<file path="src/rtl/mips_pc_sequencer_if.sv">
// Bundle of control, fetch and decode-side signals around the PC sequencer.
// The sequencer uses the master view; its environment uses the slave view.
interface mips_pc_sequencer_if;
    logic [1:0]  sm5;
    logic [15:0] imm16;
    logic [25:0] target26;
    logic [31:0] jr_addr;
    logic        halt;
    logic        instr_ack;
    logic        imem_req;
    logic [31:0] imem_addr;
    logic        imem_ready;
    logic [31:0] imem_rdata;
    logic [31:0] instr;
    logic        instr_valid;
    logic [31:0] pc;
    logic [31:0] pc_plus4;
    logic        align_err;
    logic [31:0] retired;

    modport master (
        input  sm5, imm16, target26, jr_addr, halt, instr_ack,
        input  imem_ready, imem_rdata,
        output imem_req, imem_addr, instr, instr_valid,
        output pc, pc_plus4, align_err, retired
    );

    modport slave (
        output sm5, imm16, target26, jr_addr, halt, instr_ack,
        output imem_ready, imem_rdata,
        input  imem_req, imem_addr, instr, instr_valid,
        input  pc, pc_plus4, align_err, retired
    );
endinterface

</file>
<file path="src/rtl/mips_pc_sequencer.sv">
// Program-counter and instruction-fetch sequencer for the MIPS core.
//
//  state  | meaning
//  FETCH  | request the word at pc until memory returns it
//  EXEC   | hold instr/pc for the datapath until instr_ack
//  HALTED | no fetching; pc holds the next address; exit only by reset
module mips_pc_sequencer #(
    parameter logic [31:0] RESET_PC = 32'h0000_0000
) (
    input  logic                      clk,
    input  logic                      rst,
    mips_pc_sequencer_if.master       bus
);

    typedef enum logic [1:0] {FETCH, EXEC, HALTED} state_t;

    state_t      state;
    logic [31:0] pc_q;
    logic [31:0] pc_plus4;
    logic [31:0] next_pc;
    logic [31:0] branch_off;
    logic        jr_misaligned;

    assign pc_plus4      = pc_q + 32'd4;
    assign branch_off    = {{14{bus.imm16[15]}}, bus.imm16, 2'b00};
    assign jr_misaligned = (bus.jr_addr[1:0] != 2'b00);

    // Next-PC selection from the control unit's sm5 code.
    always_comb begin
        next_pc = pc_plus4;
        case (bus.sm5)
            2'b00: next_pc = pc_plus4;
            2'b01: next_pc = pc_plus4 + branch_off;
            2'b10: next_pc = {pc_plus4[31:28], bus.target26, 2'b00};
            2'b11: next_pc = {bus.jr_addr[31:2], 2'b00};
            default: next_pc = pc_plus4;
        endcase
    end

    // Sequencer FSM with all outputs registered.
    always_ff @(posedge clk or negedge rst) begin
        if (!rst) begin
            state           <= FETCH;
            pc_q            <= RESET_PC;
            bus.imem_addr   <= RESET_PC;
            bus.imem_req    <= 1'b0;
            bus.instr       <= 32'd0;
            bus.instr_valid <= 1'b0;
            bus.align_err   <= 1'b0;
            bus.retired     <= 32'd0;
        end else begin
            case (state)
                FETCH: begin
                    if (!bus.imem_req) begin
                        // first cycle after reset: start the request at pc
                        bus.imem_req  <= 1'b1;
                        bus.imem_addr <= pc_q;
                    end else if (bus.imem_ready) begin
                        bus.instr       <= bus.imem_rdata;
                        bus.instr_valid <= 1'b1;
                        bus.imem_req    <= 1'b0;
                        state           <= EXEC;
                    end
                end
                EXEC: begin
                    if (bus.instr_ack) begin
                        pc_q            <= next_pc;
                        bus.retired     <= bus.retired + 32'd1;
                        bus.instr_valid <= 1'b0;
                        if (bus.sm5 == 2'b11 && jr_misaligned) begin
                            bus.align_err <= 1'b1;
                        end
                        if (bus.halt) begin
                            state <= HALTED;
                        end else begin
                            // no bubble: the next request goes out right away
                            state         <= FETCH;
                            bus.imem_req  <= 1'b1;
                            bus.imem_addr <= next_pc;
                        end
                    end
                end
                HALTED: begin
                    bus.imem_req    <= 1'b0;
                    bus.instr_valid <= 1'b0;
                end
                default: state <= FETCH;
            endcase
        end
    end

    assign bus.pc       = pc_q;
    assign bus.pc_plus4 = pc_plus4;

endmodule

</file>
<file path="src/flat_wrapper.sv">
// flat-port wrapper written by rule: the top's interface ports become plain ports
module mips_pc_sequencer_flat 
#(
    parameter logic [31:0] RESET_PC = 32'h0000_0000
)
  (clk, rst, bus_sm5, bus_imm16, bus_target26, bus_jr_addr, bus_halt, bus_instr_ack, bus_imem_ready, bus_imem_rdata, bus_imem_req, bus_imem_addr, bus_instr, bus_instr_valid, bus_pc, bus_pc_plus4, bus_align_err, bus_retired);
  mips_pc_sequencer_if bus_i ();
  input  logic clk;
  input  logic rst;
  input wire logic [$bits(bus_i.sm5)-1:0] bus_sm5;
  input wire logic [$bits(bus_i.imm16)-1:0] bus_imm16;
  input wire logic [$bits(bus_i.target26)-1:0] bus_target26;
  input wire logic [$bits(bus_i.jr_addr)-1:0] bus_jr_addr;
  input wire logic [$bits(bus_i.halt)-1:0] bus_halt;
  input wire logic [$bits(bus_i.instr_ack)-1:0] bus_instr_ack;
  input wire logic [$bits(bus_i.imem_ready)-1:0] bus_imem_ready;
  input wire logic [$bits(bus_i.imem_rdata)-1:0] bus_imem_rdata;
  output wire logic [$bits(bus_i.imem_req)-1:0] bus_imem_req;
  output wire logic [$bits(bus_i.imem_addr)-1:0] bus_imem_addr;
  output wire logic [$bits(bus_i.instr)-1:0] bus_instr;
  output wire logic [$bits(bus_i.instr_valid)-1:0] bus_instr_valid;
  output wire logic [$bits(bus_i.pc)-1:0] bus_pc;
  output wire logic [$bits(bus_i.pc_plus4)-1:0] bus_pc_plus4;
  output wire logic [$bits(bus_i.align_err)-1:0] bus_align_err;
  output wire logic [$bits(bus_i.retired)-1:0] bus_retired;
  assign bus_i.sm5 = bus_sm5;
  assign bus_i.imm16 = bus_imm16;
  assign bus_i.target26 = bus_target26;
  assign bus_i.jr_addr = bus_jr_addr;
  assign bus_i.halt = bus_halt;
  assign bus_i.instr_ack = bus_instr_ack;
  assign bus_i.imem_ready = bus_imem_ready;
  assign bus_i.imem_rdata = bus_imem_rdata;
  assign bus_imem_req = bus_i.imem_req;
  assign bus_imem_addr = bus_i.imem_addr;
  assign bus_instr = bus_i.instr;
  assign bus_instr_valid = bus_i.instr_valid;
  assign bus_pc = bus_i.pc;
  assign bus_pc_plus4 = bus_i.pc_plus4;
  assign bus_align_err = bus_i.align_err;
  assign bus_retired = bus_i.retired;
  mips_pc_sequencer #(.RESET_PC(RESET_PC)) u_core (.clk(clk), .rst(rst), .bus(bus_i));
endmodule
</file>
<file path="config.mk">
export PLATFORM = sky130hd
export DESIGN_NAME = mips_pc_sequencer_flat
export DESIGN_NICKNAME = d
export VERILOG_FILES = /design/src/rtl/mips_pc_sequencer_if.sv /design/src/rtl/mips_pc_sequencer.sv /design/src/flat_wrapper.sv
export SDC_FILE = /design/constraint.sdc
export NUM_CORES = 1
export LEC_CHECK = 0
export CAP_MARGIN = 15
export CORE_MARGIN = 4
export CORE_UTILIZATION = 33
export DETAILED_ROUTE_END_ITERATION = 7
export PLACE_DENSITY = 0.73
export SYNTH_ARGS = -nofsm -noshare
export SYNTH_HDL_FRONTEND = slang
export SYNTH_SLANG_ARGS = --single-unit
</file>
<file path="constraint.sdc">
create_clock -name clk -period 8.8 [get_ports clk]
set_input_delay 1.76 -clock clk [delete_from_list [all_inputs] [get_ports clk]]
set_output_delay 1.76 -clock clk [all_outputs]
set_load 0.02 [all_outputs]
</file>
### Yosys cells after proc, flatten, opt, wreduce, memory -nomap -nowiden

Cells that the tools add are included.
Widths: inputs -> output; s select.

| cells by class | value |
|---|---|
| add/subtract/negate cells | 3 |
| equal/unequal tests | 10 |
| muxes and demuxes | 19 |
| bitwise operators | 1 |
| reductions and logical operators | 13 |

Operator list:

| operator | number |
|---|---|
| $pmux 32 s4 | 1 |
| $mux 32 | 3 |
| $pmux 32 s2 | 1 |
| $add 32x1->32 const B | 1 |
| $add 32x3->32 const B | 1 |
| $add 32x32->32 | 1 |
| $reduce_and 4->1 | 3 |
| $reduce_and 3->1 | 3 |
| $mux 2 | 4 |
| $ne 2x2->1 const B | 4 |
| $mux 1 | 7 |
| $eq 2x2->1 const B | 3 |
| $pmux 1 s3 | 2 |
| $pmux 2 s3 | 1 |
| $eq 2x1->1 const B | 2 |
| $logic_not 2->1 | 2 |
| $reduce_bool 2->1 | 2 |
| $reduce_bool 3->1 | 1 |
| $ne 2x1->1 const B | 1 |
| $reduce_and 2->1 | 1 |
| $logic_and 1x1->1 | 1 |
| $not 1->1 | 1 |

| storage, ports and cells | value |
|---|---|
| flip-flop bits (word level) | 133 |
| input bits | 113 |
| output and inout bits | 163 |
| logic and storage cells | 54 |

### Longest topological paths before layout

| logic depth | value |
|---|---|
| depth after elaboration | 6 |
| depth in mapped cells | 17 |
| gate-level depth less buffers | 16 |

### Worst setup path after synthesis

OpenSTA, ideal clock, no wires.

| path | value |
|---|---|
| path type | in2reg |
| start | input bus_imm16[0] |
| end | register u_core.bus.imem_addr[14] |
| library setup time | 0.126 ns |
| arrival | 3.994 ns |
| required time | 8.674 ns |
| path slack | 4.680 ns |
| cell stages on the path | 12 |
| buffers on the path | 0 |
| cells stage by stage | ha_1 inv_1 fa_1 nor2b_4 o31a_1 o211ai_2 a21boi_2 o21ai_2 nand2b_2 xor2_1 mux4_2 a221o_1 |

| between the ends | value |
|---|---|
| cells in the longest elaborated chain, start to end | 5 |

RTL lines:

| item | line | RTL |
|---|---|---|
| start, declared | flat_wrapper.sv:11 | `input wire logic [$bits(bus_i.imm16)-1:0] bus_imm16;` |
| $add 32x32->32 | mips_pc_sequencer.sv:33 | `2'b01: next_pc = pc_plus4 + branch_off;` |
| $pmux 32 s4 | mips_pc_sequencer.sv:31 | `case (bus.sm5)` |
| $mux 32 | mips_pc_sequencer.sv:73 | `if (bus.halt) begin` |
| $mux 32 | mips_pc_sequencer.sv:66 | `if (bus.instr_ack) begin` |
| $pmux 32 s2 | mips_pc_sequencer.sv:52 | `case (state)` |
| end signal, assigned | mips_pc_sequencer.sv:57 | `bus.imem_addr <= pc_q;` |
| end signal, assigned | mips_pc_sequencer.sv:79 | `bus.imem_addr <= next_pc;` |
| end, declared | mips_pc_sequencer_if.sv:24 | `output imem_req, imem_addr, instr, instr_valid,` |

No other way between the ends. The select of a mux whose other input is x is not followed.
A chain may end at the register's enable or synchronous reset.

### Worst setup path in the final report

| path | value |
|---|---|
| start | register u_core.pc_q[3] (netlist: u_core.bus.pc[3]) |
| end | output bus_pc_plus4[30] |

| between the ends | value |
|---|---|
| cells in the longest elaborated chain, start to end | 1 |

RTL lines:

| item | line | RTL |
|---|---|---|
| start, declared | mips_pc_sequencer.sv:18 | `logic [31:0] pc_q;` |
| start signal, assigned | mips_pc_sequencer.sv:67 | `pc_q <= next_pc;` |
| $add 32x3->32 | mips_pc_sequencer.sv:24 | `assign pc_plus4 = pc_q + 32'd4;` |
| end, declared | flat_wrapper.sv:23 | `output wire logic [$bits(bus_i.pc_plus4)-1:0] bus_pc_plus4;` |

No other way between the ends.

==> reports/results.txt <==
Final worst path period share -> 0.5651
NetSw -> 1.920 mW
Int Pwr -> 2.375 mW
Fin Clk Skew -> 0.007028 ns
Via count -> 7946
Die Span X -> 167.3 um
First-pass GRT wire length -> 44850 um
Setup TNS -> 0 ns
CP required -> 7.04 ns
All-Layer GR Usage -> 0.2013
CTS clk-pin slew, worst paths -> 0.06 ns
Cell variety after synth -> 70
Synth Instances -> 891
Area delta synth->final -> 42.92%
Tmin final -> 4.973 ns
# IOs -> 276
CTS buffer count -> 17
Routability cong. -> 0.9099
Sequential fraction of design power -> 0.248
Clock Latency Late Sink -> 0.41 ns
Leakage -> 5.047 nW
Antenna violations before repair -> 0
Crit end category -> primary output
Syn Std Cell Area -> 0.008372 mm^2
FP Rows -> 58
Routed Antenna Nets -> 0
# DRC -> 0
Fin. Hold Viols -> 0
Synth area leader -> dfrtp_1
Post-CTS Resized -> 0
Iter 0 DRT Violations -> 508
Area of the core -> 0.02504 mm^2
Root buf cell -> clkbuf_16
Maximum vdd drop -> 0.1536 mV
TritonCTS clock tree -> done
Die area -> 0.02798 mm^2
Pwr/cell area -> 359.0 mW/mm^2
CP arrival -> 3.21 ns
# nets final -> 1302
# Post-CTS Setup Buffers -> 0
DR WL/cell -> 19.26 um
Gate power share -> 0.600
Synth async-reset ratio -> 1.000
Fmax -> 201.1 MHz
GR Util met2 -> 0.3181
Syn nets -> 1043
Initial Util -> 0.3344
Mean Syn Cell Area -> 9.396 um^2
Ys flop type -> dfrtp_1
Switching Fraction -> 0.4470
CP max FO -> 7
Post-synth EDFFs -> 0
Yosys top cell area share -> 0.3975
Vias in the first global route -> 7794
Synth cell count leaders -> 133 x dfrtp_1, 121 x nand2_1, 61 x o21ai_0, 60 x nor2_1, 58 x xnor2_1
Clock Power Share -> 0.152
Global Route met1 Usage -> 0.2793
Max-cap violations -> 0
Post-cts hold buffer count -> 0
CTS Buffer Depth -> 2
Top-count cell post-synth -> dfrtp_1
Fin. max-slew vios -> 0
YS warnings -> 0
I/O Buffers -> 275
Layout cells sized above 1 -> 0.08598
Ant diodes -> 0
Main area contributors after synthesis -> dfrtp_1 40%, xnor2_1 6.1%, ha_1 5.7%
FF+latch count, synth -> 133
Clock sink count -> 133
Hold Path Class -> flop to flop
Least-Margin Pin Slew -> 0.7396 ns
RSZ-0062 raised after global routing -> false
Vias per cell -> 5.322
DR pass1 iterations -> 6
GR met3 Demand/Resource -> 0.04344
Status -> completed
Congestion Overflow GR -> 0
Final Power -> 4.295 mW
Drt total wl -> 28750 um
Pin count of the biggest net entering global routing -> 81
# setup viols final -> 0
Die Span Y -> 167.3 um
Post-synthesis sequential area ratio -> 0.3975
Most Used Layer, Global Route -> met2
DP HPWL -> 22460 um
H-tree Lvls -> 4
Type of origin of the critical path -> flop
Relative slew margins -> 0.5054
CP Class -> flop to primary output
==> cell type report <==
type,count,area (um^2)
clock buffer,22,454.2
fill,2321,13070
sequential,133,3328
clock inverter,10,82.58
multi-input combinational,697,4800
timing repair buffer,286,2831
tap,330,412.9
inverter,15,56.30
==> through the flow <==
stage	instances	cell area (um^2)	hold WS, ns	util	worst slack [ns]
after floorplan	891	8372	0.5280	-	4.680
after global placement	1461	11430	0.4596	0.4565	3.539
after detailed placement	1461	11430	0.4563	0.4565	3.463
after CTS	1493	11970	0.4695	0.4779	3.823
after global routing	1493	11970	0.4862	0.4779	3.617
final	1493	11970	0.4676	0.4779	3.827
==> worst max-delay path, stage by stage, from the launching register on <==
cell and delay, ns:
dfrtp_1 0.47, ha_1 0.26, and4_1 0.25, and3_1 0.35
and2_1 0.29, nand2_1 0.09, xnor2_1 0.39, clkdlybuf4s50_1 0.70
==> flip-flops by register name (all words and copies together) (netlist names) <==
register	cells
u_core.state	2
u_core.bus.align_err	1
u_core.bus.instr	32
u_core.bus.pc	32
u_core.bus.retired	32
u_core.bus.imem_req	1
u_core.bus.instr_valid	1
u_core.bus.imem_addr	32
==> power by group through the flow <==
stage,clock (mW),sequential (mW),combinational [mW]
floorplan,0,1.28,1.30
global placement,0,1.06,2.55
detailed placement,0,1.08,2.57
CTS,0.663,1.07,2.58
global route,0.690,1.11,2.79
finish,0.651,1.06,2.58
==> layout by cell type, fill, tap and decap left out, types with 10 or more instances in the layout <==
master             n
nand3_1           28
a31oi_1           14
inv_1             14
nand2_1          121
nor3_1            10
a21oi_1           40
xor2_1            23
mux2_2            37
clkbuf_16         17
a21o_1            12
nand4_1           16
xnor2_1           58
ha_1              38
clkdlybuf4s50_1  273
dfrtp_1          133
a211oi_1          11
mux2i_1           22
o21ai_0           61
and3_1            25
buf_4             11
nor2_1            60
==> layer usage <==
metal  up-vias  share of wire
met5         -              0
met4         0          0.021
met3        34          0.087
met2       392           0.45
met1      3791           0.44
li1       3729              -
==> cell families after synthesis <==
kind of cell               count (synthesis)  share of synthesized area
and+or+nand+nor                          306                     0.1761
AOI/OAI and AO/OA                        204                     0.1565
DFF                                      133                     0.3975
xor gates and xnor gates                  82                    0.08668
muxes                                     66                    0.09490
buffers and inverters                     61                    0.02914
adders and majority gates                 39                    0.05918
==> final timing paths <==
check / from / end / slack [ns] / cells after the start
worst min register to register: u_core.bus.retired[31]$_DFFE_PN0P_ / u_core.bus.retired[31]$_DFFE_PN0P_ / 0.47 / 1
worst min-delay path: u_core.bus.retired[31]$_DFFE_PN0P_ / u_core.bus.retired[31]$_DFFE_PN0P_ / 0.47 / 1
min in group asynchronous: rst / u_core.bus.retired[13]$_DFFE_PN0P_ / 1.39 / 1
worst max register to register: u_core.bus.pc[3]$_DFFE_PN0P_ / u_core.bus.imem_addr[21]$_DFFE_PN0P_ / 4.37 / 14
worst max-delay path: u_core.bus.pc[3]$_DFFE_PN0P_ / bus_pc_plus4[30] / 3.83 / 7
max in group asynchronous: rst / u_core.bus.pc[25]$_DFFE_PN0P_ / 6.22 / 2
(Power assumes the default switching activity.)
